File: config.mk
export PLATFORM = sky130hd
export DESIGN_NAME = sub_rr_scheduler
export DESIGN_NICKNAME = d
export VERILOG_FILES = /design/src/rtl/sub_sched_pkg.sv /design/src/rtl/sub_rr_pick.sv /design/src/rtl/sub_rr_scheduler.sv
export SDC_FILE = /design/constraint.sdc
export NUM_CORES = 1
export LEC_CHECK = 0
export CAP_MARGIN = 20
export CORE_MARGIN = 2
export CORE_UTILIZATION = 44
export CTS_BUF_LIST = sky130_fd_sc_hd__clkbuf_4 sky130_fd_sc_hd__clkbuf_8
export DETAILED_ROUTE_END_ITERATION = 8
export HOLD_SLACK_MARGIN = 0.05
export PLACE_DENSITY = 0.83
export SYNTH_ARGS = -nofsm -noshare
export SYNTH_HDL_FRONTEND = slang
export SYNTH_SLANG_ARGS = --single-unit
File: constraint.sdc
create_clock -name clk -period 5.6 [get_ports clk]
set_input_delay 0.56 -clock clk [delete_from_list [all_inputs] [get_ports clk]]
set_output_delay 0.56 -clock clk [all_outputs]
set_load 0.05 [all_outputs]
File: src/rtl/sub_sched_pkg.sv
// Shared constants, ID-width helper and response record for the round-robin
// subtract scheduler.
package sub_sched_pkg;

  localparam int N_REQ_DEF = 4;
  localparam int WIDTH_DEF = 8;
  localparam int CNT_W_DEF = 16;

  // Ceiling log2; a 1-entry pool still gets a 1-bit ID.
  function automatic int clog2(input int n);
    int r;
    r = 1;
    for (int i = 1; i < 32; i++) begin
      if ((1 << i) < n) r = i + 1;
    end
    return r;
  endfunction

  localparam int ID_W_DEF = clog2(N_REQ_DEF);

  typedef struct packed {
    logic [ID_W_DEF-1:0]  id;
    logic [WIDTH_DEF-1:0] diff;
    logic                 overflow;
  } rsp_t;

endpackage

File: src/rtl/sub_rr_pick.sv
// Combinational round-robin picker: first set request at or after ptr,
// wrapping modulo N_REQ.
module rr_pick
  import sub_sched_pkg::*;
#(
  parameter int N_REQ = N_REQ_DEF,
  parameter int ID_W  = clog2(N_REQ_DEF)
) (
  input  logic [N_REQ-1:0] req_i,
  input  logic [ID_W-1:0]  ptr_i,
  output logic [N_REQ-1:0] grant_o,
  output logic [ID_W-1:0]  winner_o,
  output logic             any_o
);

  always_comb begin
    int idx;
    idx      = 0;
    grant_o  = '0;
    winner_o = '0;
    any_o    = 1'b0;
    // Scan backwards so the closest index to ptr is the last one written.
    for (int k = N_REQ - 1; k >= 0; k--) begin
      idx = (int'(ptr_i) + k) % N_REQ;
      if (req_i[idx]) begin
        winner_o = ID_W'(idx);
        any_o    = 1'b1;
      end
    end
    if (any_o) grant_o[winner_o] = 1'b1;
  end

endmodule

File: src/rtl/sub_rr_scheduler.sv
// Round-robin front end sharing one subtract/overflow unit among N_REQ
// requesters, with a single registered response slot and a debug op counter.
module sub_rr_scheduler
  import sub_sched_pkg::*;
#(
  parameter int N_REQ = N_REQ_DEF,
  parameter int WIDTH = WIDTH_DEF,
  parameter int ID_W  = clog2(N_REQ_DEF),
  parameter int CNT_W = CNT_W_DEF
) (
  input  logic                   clk,
  input  logic                   rst,
  input  logic [N_REQ-1:0]       req_valid,
  output logic [N_REQ-1:0]       req_ready,
  input  logic [N_REQ*WIDTH-1:0] req_a,
  input  logic [N_REQ*WIDTH-1:0] req_b,
  output logic                   rsp_valid,
  input  logic                   rsp_ready,
  output logic [ID_W-1:0]        rsp_id,
  output logic [WIDTH-1:0]       rsp_diff,
  output logic                   rsp_overflow,
  output logic [CNT_W-1:0]       op_count
);

  logic [ID_W-1:0]  ptr_q, ptr_d;
  logic             rsp_valid_q, rsp_valid_d;
  logic [ID_W-1:0]  rsp_id_q, rsp_id_d;
  logic [WIDTH-1:0] rsp_diff_q, rsp_diff_d;
  logic             rsp_ovf_q, rsp_ovf_d;
  logic [CNT_W-1:0] cnt_q, cnt_d;

  logic [N_REQ-1:0] grant;
  logic [ID_W-1:0]  winner;
  logic             any_req;
  logic             slot_free;
  logic             accept;
  logic             drain;
  logic [WIDTH-1:0] a_w, b_w, diff_w;
  logic             ovf_w;

  rr_pick #(
    .N_REQ (N_REQ),
    .ID_W  (ID_W)
  ) u_pick (
    .req_i    (req_valid),
    .ptr_i    (ptr_q),
    .grant_o  (grant),
    .winner_o (winner),
    .any_o    (any_req)
  );

  // The slot can take a new result whenever it is empty or being drained now.
  assign slot_free = !rsp_valid_q || rsp_ready;
  assign accept    = slot_free && any_req;
  assign drain     = rsp_valid_q && rsp_ready;
  assign req_ready = slot_free ? grant : '0;

  assign a_w    = req_a[int'(winner)*WIDTH +: WIDTH];
  assign b_w    = req_b[int'(winner)*WIDTH +: WIDTH];
  assign diff_w = a_w - b_w;
  assign ovf_w  = (a_w[WIDTH-1] != b_w[WIDTH-1]) && (diff_w[WIDTH-1] != a_w[WIDTH-1]);

  always_comb begin
    ptr_d       = ptr_q;
    rsp_valid_d = rsp_valid_q;
    rsp_id_d    = rsp_id_q;
    rsp_diff_d  = rsp_diff_q;
    rsp_ovf_d   = rsp_ovf_q;
    cnt_d       = cnt_q;

    if (accept) begin
      rsp_valid_d = 1'b1;
      rsp_id_d    = winner;
      rsp_diff_d  = diff_w;
      rsp_ovf_d   = ovf_w;
      ptr_d       = (winner == ID_W'(N_REQ - 1)) ? '0 : winner + 1'b1;
    end else if (drain) begin
      rsp_valid_d = 1'b0;
    end

    if (drain && (cnt_q != {CNT_W{1'b1}})) cnt_d = cnt_q + 1'b1;
  end

  always_ff @(posedge clk or posedge rst) begin
    if (rst) begin
      ptr_q       <= '0;
      rsp_valid_q <= 1'b0;
      rsp_id_q    <= '0;
      rsp_diff_q  <= '0;
      rsp_ovf_q   <= 1'b0;
      cnt_q       <= '0;
    end else begin
      ptr_q       <= ptr_d;
      rsp_valid_q <= rsp_valid_d;
      rsp_id_q    <= rsp_id_d;
      rsp_diff_q  <= rsp_diff_d;
      rsp_ovf_q   <= rsp_ovf_d;
      cnt_q       <= cnt_d;
    end
  end

  assign rsp_valid    = rsp_valid_q;
  assign rsp_id       = rsp_id_q;
  assign rsp_diff     = rsp_diff_q;
  assign rsp_overflow = rsp_ovf_q;
  assign op_count     = cnt_q;

endmodule

==> results of run 1 <==
[registers in the layout, summed over array words and instances (netlist names)]
name,cells
op_count,16
ptr_q,7
rsp_diff,8
rsp_id,3
rsp_overflow,1
rsp_valid,1
[cell families after synthesis]
group | synth area share [%]
buffers and inverters | 12.7
adders and majority gates | 8.03
muxes | 16.3
DFF | 29.5
xor gates and xnor gates | 6.60
AOI/OAI and AO/OA | 12.5
and+or+nand+nor | 14.4
[layer usage]
layer  wire [um]  part of all wire (%)  global-route usage [%]  vias to the layer above
met4          84                   1.3                    4.62                        0
met5           0                     0                       0                        -
met3         416                   6.3                    3.32                        9
met2        3280                    49                    30.0                       93
met1        2840                    43                    21.7                     1196
li1            -                     -                       -                     1244
[path summary, 6_finish.rpt]
path	startpoint	end	cells past startpoint	slack [ns]
worst min register to register	rsp_diff[0]$_DFFE_PP0P_	rsp_diff[0]$_DFFE_PP0P_	2	0.49
worst max-delay path	ptr_q[0]$_DFFE_PP0P_	req_ready[3]	10	0.57
min in group asynchronous	rst	op_count[13]$_DFFE_PP0P_	2	0.67
max in group asynchronous	rst	rsp_id[0]$_DFFE_PP0P_	3	4.22
worst max register to register	ptr_q[0]$_DFFE_PP0P_	rsp_overflow$_DFFE_PP0P_	16	0.81
worst min-delay path	rsp_diff[0]$_DFFE_PP0P_	rsp_diff[0]$_DFFE_PP0P_	2	0.49
[layout make-up]
type,instances,area share (%)
clock buffers,6,1.79
clock inverters,1,0.117
inverters,15,1.38
multi-input cells,210,41.6
flip-flops and latches,36,21.1
well taps,80,2.34
repair buffers,136,31.6
[per-stage QoR]
stage | utilization (%) | instance area [um^2]
2_1_floorplan | - | 3050
6_report | 63.2 | 4270
3_5_place_dp | 62.0 | 4190
4_1_cts | 63.2 | 4270
5_1_grt | 63.2 | 4270
3_3_place_gp | 62.0 | 4190
[critical path, stage by stage (launching register included)]
cell and delay [ns]:
sky130_fd_sc_hd__dfrtp_1 0.70, sky130_fd_sc_hd__inv_1 0.17, sky130_fd_sc_hd__ha_1 0.44, sky130_fd_sc_hd__mux4_2 0.52
sky130_fd_sc_hd__a21oi_1 0.14, sky130_fd_sc_hd__a2111oi_0 0.10, sky130_fd_sc_hd__o31ai_2 0.63, sky130_fd_sc_hd__inv_1 0.28
sky130_fd_sc_hd__nor2_1 0.23, sky130_fd_sc_hd__and2_1 0.17, sky130_fd_sc_hd__clkdlybuf4s50_1 0.81
[cell usage in the layout, fill, tap and decap left out, types with 2 or more instances in the layout]
| master | Yosys | final |
|---|---|---|
| sky130_fd_sc_hd__clkdlybuf4s50_1 | 0 | 132 |
| sky130_fd_sc_hd__nand2_1 | 37 | 37 |
| sky130_fd_sc_hd__dfrtp_1 | 36 | 36 |
| sky130_fd_sc_hd__ha_1 | 18 | 18 |
| sky130_fd_sc_hd__mux4_2 | 17 | 17 |
| sky130_fd_sc_hd__xnor2_1 | 15 | 15 |
| sky130_fd_sc_hd__and2_1 | 14 | 14 |
| sky130_fd_sc_hd__inv_1 | 13 | 13 |
| sky130_fd_sc_hd__o21ai_0 | 12 | 12 |
| sky130_fd_sc_hd__a21oi_1 | 10 | 10 |
| sky130_fd_sc_hd__nor2_1 | 9 | 9 |
| sky130_fd_sc_hd__mux2i_1 | 8 | 8 |
| sky130_fd_sc_hd__xor2_1 | 8 | 8 |
| sky130_fd_sc_hd__nand4_1 | 6 | 6 |
| sky130_fd_sc_hd__o31ai_1 | 7 | 6 |
| sky130_fd_sc_hd__nand3_1 | 5 | 5 |
| sky130_fd_sc_hd__nand2b_1 | 5 | 5 |
| sky130_fd_sc_hd__o211ai_1 | 5 | 5 |
| sky130_fd_sc_hd__clkbuf_8 | 0 | 5 |
| sky130_fd_sc_hd__and3_1 | 4 | 4 |
| sky130_fd_sc_hd__buf_4 | 29 | 4 |
| sky130_fd_sc_hd__mux2_2 | 3 | 3 |
| sky130_fd_sc_hd__a211oi_1 | 3 | 3 |
| sky130_fd_sc_hd__nor3_1 | 2 | 2 |
| sky130_fd_sc_hd__and4_1 | 2 | 2 |
| sky130_fd_sc_hd__a21o_1 | 2 | 2 |
| sky130_fd_sc_hd__o211a_1 | 2 | 2 |
[power breakdown]
part           switching [W]  total, W  internal (W)
clock              0.0000854  0.000175     0.0000893
combinational       0.000759   0.00140      0.000641
sequential         0.0000851  0.000418      0.000333
total               0.000929   0.00199       0.00106
[synth_stat cells, drive strengths merged, types with 2 or more instances]
master / instances / area share (%)
nand2b: 5 / 1.0
buf: 38 / 10
o211a: 2 / 0.66
xor2: 8 / 2.3
nand4: 6 / 1.2
nand3: 5 / 0.82
and3: 4 / 0.82
mux4: 17 / 13
a211oi: 4 / 1.1
inv: 14 / 1.8
a21oi: 10 / 1.6
o211ai: 5 / 1.2
clkbuf: 6 / 0.74
nor3: 2 / 0.33
o31ai: 7 / 1.7
o21ai: 12 / 2.0
nor2: 9 / 1.1
ha: 18 / 7.4
mux2i: 8 / 2.6
o41ai: 2 / 0.57
and2: 14 / 2.9
dfrtp: 36 / 30
mux2: 3 / 1.1
and4: 2 / 0.57
xnor2: 15 / 4.3
nand2: 37 / 4.5
a21o: 2 / 0.49
==> results.py, run 1 <==
metrics = {
    "min_path": {
        "timing.hold.worst.class": "reg -> reg",
    },
    "clocking": {
        "worst_skew_pair.late_latency_ns": 0.28,
        "clock-sinks": 36,
        "clock_tree.htree_level_count": 2,
        "clk_pin_slew_worst_paths_ns": 0.06,
        "cts_buf_count": 5,
        "quantity_of_gates_resized_following_cts": 0,
        "tritoncts_clock_tree": "built",
        "cts_root_buf": "sky130_fd_sc_hd__clkbuf_8",
        "clock_tree.buffer_depth": 2,
        "post-cts-setup-buffers": 0,
        "ctsHoldBuffers": 0,
    },
    "power_and_ir_drop": {
        "p_leak_nw": 1.74,
        "vdd.ir_drop.worst_uv": 306,
        "overall_power_w": 0.00199,
        "power_per_cell_area_nw_per_um2": 467,
    },
    "global_routing": {
        "total_grt_overflow": 0,
        "wire_length_of_the_first_global_routing_pass_mm": 10.6,
        "first_global_vias": 2387,
        "pin_count_of_the_biggest_net_entering_global_routing": 40,
        "grt_util_all_layers_pct": 17.2,
        "grt_antenna_before_repair": 0,
    },
    "routing": {
        "drt_pass1_iterations": 4,
        "antenna_left": 0,
        "num_vias": 2542,
        "drcViolationCount": 0,
        "drtIter0Drc": 71,
        "drt_wl_total_mm": 6.62,
        "post_drt_wl_per_cell_um": 13.7,
        "via_per_inst": 5.25,
    },
    "critical_path": {
        "criticalPathCategory": "reg -> out",
        "critPathMaxFanout": 13,
        "critPathArrivalTime_ns": 4.47,
        "setup.worst_path.start_class": "flip-flop",
        "worst-endpoint-required_ns": 5.04,
        "worstSetupEndpointType": "output pin",
    },
    "synthesis": {
        "per_instance_average_area_after_synthesis_um2": 10.0,
        "synth-edff-count": 0,
        "mappedNetlistNets": 395,
        "netlist_area_um2": 3050,
        "asyncSetResetFlopFracSynth_pct": 100,
        "share_of_the_yosys_chip_area_belonging_to_registers_pct": 29.5,
        "post_synthesis_cells": 305,
        "synthDistinctLibCells": 48,
        "ys_seq_elements": 36,
        "ys.warnings.count": 0,
        "dominantRegCellSynth": "sky130_fd_sc_hd__dfrtp_1",
    },
    "placement": {
        "placement.io_buffers": 132,
        "gpl.final_weighted_congestion": 0.849,
        "dp.cells": 477,
        "dp_hpwl_mm": 5.32,
        "detailedPlace.worstSlack_ns": 0.786,
    },
    "finish": {
        "nNetsFinal": 494,
        "multiInputGateArea_um2": 1780,
        "regArea_um2": 901,
        "fill_cell_count": 555,
        "syn2layout_area_growth_pct": 39.9,
        "instances_no_fill": 484,
        "n_antenna_cell": 0,
        "drive_gt1_share_pct": 9.90,
    },
    "die": {
        "row_count": 30,
        "io_pins": 133,
        "dieArea_um2": 7620,
        "die-width_um": 87.3,
        "die_y_um": 87.3,
        "initial_utilization_pct": 45.2,
        "design.core.area_um2": 6760,
    },
    "timing": {
        "layout_min_cycle_time_ns": 5.03,
        "final-hold-violation-count": 0,
        "fin_worst_hold_slack_ns": 0.487,
        "maxClockFrequency_mhz": 199,
        "setup-violations-final": 0,
        "slew_headroom_pct": 49.2,
        "slew_viol_final": 0,
        "final.period_utilization_pct": 89.9,
        "final.setup_skew_ns": 0.00500,
        "final.setup.worst_slack_ns": 0.566,
        "totalNegativeSetupSlack_ns": 0,
        "worst_slew_pin_slew_ns": 0.762,
        "rsz0062_at_grt": "false",
    },
    "job": {
        "cap_violations": 0,
    },
    "outcome": {
        "status": "complete, no violations",
    },
}
(Power assumes the default switching activity.)
==> run 2, diff against run 1 <==
--- a/config.mk
+++ b/config.mk
@@ -5,13 +5,13 @@
 export SDC_FILE = /design/constraint.sdc
 export NUM_CORES = 1
 export LEC_CHECK = 0
-export CAP_MARGIN = 20
-export CORE_MARGIN = 2
+export CORE_MARGIN = 4
 export CORE_UTILIZATION = 44
 export CTS_BUF_LIST = sky130_fd_sc_hd__clkbuf_4 sky130_fd_sc_hd__clkbuf_8
 export DETAILED_ROUTE_END_ITERATION = 8
 export HOLD_SLACK_MARGIN = 0.05
 export PLACE_DENSITY = 0.83
+export SETUP_SLACK_MARGIN = 0.15
 export SYNTH_ARGS = -nofsm -noshare
 export SYNTH_HDL_FRONTEND = slang
 export SYNTH_SLANG_ARGS = --single-unit
==> results.py, run 2 (synthesis results as in run 1) <==
metrics = {
    "timing": {
        "final.period_utilization_pct": 85.0,
        "final.setup_skew_ns": 0.00836,
        "final-hold-violation-count": 0,
        "maxClockFrequency_mhz": 210,
        "slew_headroom_pct": 48.3,
        "totalNegativeSetupSlack_ns": 0,
        "setup-violations-final": 0,
        "worst_slew_pin_slew_ns": 0.775,
        "rsz0062_at_grt": "false",
        "layout_min_cycle_time_ns": 4.76,
        "slew_viol_final": 0,
    },
    "clocking": {
        "clock_tree.buffer_depth": 2,
        "post-cts-setup-buffers": 0,
        "clock-sinks": 36,
        "quantity_of_gates_resized_following_cts": 0,
        "tritoncts_clock_tree": "built",
        "cts_root_buf": "sky130_fd_sc_hd__clkbuf_8",
        "cts_buf_count": 5,
        "ctsHoldBuffers": 0,
        "clk_pin_slew_worst_paths_ns": 0.08,
        "clock_tree.htree_level_count": 2,
        "worst_skew_pair.late_latency_ns": 0.28,
    },
    "finish": {
        "largest_register_ffs": 16,
        "syn2layout_area_growth_pct": 39.9,
        "layout.cells.most_common_list": "132 x sky130_fd_sc_hd__clkdlybuf4s50_1, 37 x sky130_fd_sc_hd__nand2_1, 36 x sky130_fd_sc_hd__dfrtp_1, 18 x sky130_fd_sc_hd__ha_1, 17 x sky130_fd_sc_hd__mux4_2",
        "n_antenna_cell": 0,
        "drive_gt1_share_pct": 9.90,
        "nNetsFinal": 494,
        "fill_cell_count": 555,
        "layout_commonest_cell": "sky130_fd_sc_hd__clkdlybuf4s50_1",
        "final_design_area_no_fill_um2": 4270,
        "utilization_after_layout_pct": 63.2,
    },
    "die": {
        "die-width_um": 91.3,
        "die_y_um": 91.3,
        "dieArea_um2": 8330,
        "row_count": 30,
        "io_pins": 133,
        "design.core.area_um2": 6760,
        "initial_utilization_pct": 45.2,
    },
    "routing": {
        "post_drt_wl_per_cell_um": 14.7,
        "drtIter0Drc": 109,
        "num_vias": 2537,
        "antenna_left": 0,
        "via_per_inst": 5.24,
        "drt_pass1_iterations": 6,
        "drcViolationCount": 0,
        "drt_wl_total_mm": 7.10,
    },
    "global_routing": {
        "first_global_vias": 2508,
        "grt_util_all_layers_pct": 16.9,
        "grt_antenna_before_repair": 0,
        "total_grt_overflow": 0,
        "wire_length_of_the_first_global_routing_pass_mm": 11.8,
        "pin_count_of_the_biggest_net_entering_global_routing": 40,
    },
    "placement": {
        "placement.io_buffers": 132,
        "dp_hpwl_mm": 5.66,
        "gpl.final_weighted_congestion": 0.818,
        "placement.cell_area_um2": 4190,
    },
    "outcome": {
        "status": "complete, no violations",
    },
    "min_path": {
        "timing.hold.worst.class": "reg -> reg",
        "worstHoldPathCells": 2,
        "worst_hold_path.endpoint": "ptr_q[2]$_DFFE_PP0P_",
        "worstHoldStart": "ptr_q[2]$_DFFE_PP0P_",
    },
    "critical_path": {
        "worstReg2RegEnd": "rsp_overflow$_DFFE_PP0P_",
        "r2r_start": "ptr_q[0]$_DFFE_PP0P_",
        "setup.worst_path.start_class": "flip-flop",
        "ff2ff_path_depth": 16,
        "worstSetupEndpointType": "flip-flop",
        "worst-endpoint-required_ns": 5.77,
        "criticalPathCategory": "reg -> reg",
        "timing.reg2reg.setup_slack_ns": 0.84,
        "critPathMaxFanout": 22,
        "critPathArrivalTime_ns": 4.93,
    },
    "power_and_ir_drop": {
        "vdd.ir_drop.worst_uv": 303,
        "p_leak_nw": 1.74,
        "overall_power_w": 0.00198,
        "power_per_cell_area_nw_per_um2": 463,
    },
    "job": {
        "cap_violations": 0,
    },
}
[run 2: cell counts in the layout (fill, tap and decap cells not counted)]
No cell type changed its count.
[run 2: worst max path at each step]
stage                    startpoint                        to  slack, ns  cells past startpoint
6_report       ptr_q[0]$_DFFE_PP0P_  rsp_overflow$_DFFE_PP0P_       0.84                     16
4_1_cts        ptr_q[0]$_DFFE_PP0P_  rsp_overflow$_DFFE_PP0P_       0.82                     16
3_3_place_gp           req_valid[2]  rsp_overflow$_DFFE_PP0P_       0.92                     15
5_1_grt        ptr_q[0]$_DFFE_PP0P_  rsp_overflow$_DFFE_PP0P_       0.45                     16
3_5_place_dp           req_valid[2]  rsp_overflow$_DFFE_PP0P_       0.78                     15
2_1_floorplan  ptr_q[1]$_DFFE_PP0P_  rsp_overflow$_DFFE_PP0P_       1.24                     19
[run 2: layout make-up]
class	count	area, um^2	share of cell area (%)
Inverter	15	58.8	1.38
Tap cell	80	100	2.34
Timing Repair Buffer	136	1350	31.6
Multi-Input combinational cell	210	1780	41.6
Clock inverter	1	5.00	0.117
Sequential cell	36	901	21.1
Clock buffer	6	76.3	1.79
[run 2: power breakdown]
part	internal, W	total, W	switching (W)
Combinational	0.000637	0.00138	0.000746
Sequential	0.000333	0.000417	0.0000843
Clock	0.0000895	0.000179	0.0000894
[run 2: worst max-delay path, stage by stage (launching register included)]
cell and delay, ns:
sky130_fd_sc_hd__dfrtp_1 0.70, sky130_fd_sc_hd__inv_1 0.17, sky130_fd_sc_hd__ha_1 0.43, sky130_fd_sc_hd__mux4_2 0.39
sky130_fd_sc_hd__a32oi_4 0.30, sky130_fd_sc_hd__o21a_4 0.22, sky130_fd_sc_hd__inv_4 0.14, sky130_fd_sc_hd__mux4_2 0.44
sky130_fd_sc_hd__and2_1 0.20, sky130_fd_sc_hd__ha_1 0.29, sky130_fd_sc_hd__nor2b_1 0.12, sky130_fd_sc_hd__o21ai_0 0.19
sky130_fd_sc_hd__a21boi_0 0.15, sky130_fd_sc_hd__o21ai_0 0.24, sky130_fd_sc_hd__a21oi_1 0.16, sky130_fd_sc_hd__nor3b_1 0.17
sky130_fd_sc_hd__a221o_1 0.32
[run 2: stage by stage]
step	cells	hold WS (ns)	worst slack, ns
after floorplan	305	0.448	1.24
after global placement	477	0.463	0.920
after detailed placement	477	0.471	0.783
after CTS	484	0.486	0.822
after global routing	484	0.515	0.451
final	484	0.483	0.841
[run 2: per-layer routing]
layer,global-route usage (%),up-vias,share of wire [%]
met5,0,-,0
met4,3.02,0,0.92
met3,5.30,9,7.7
met2,29.5,103,50
met1,20.8,1177,41
li1,-,1248,-
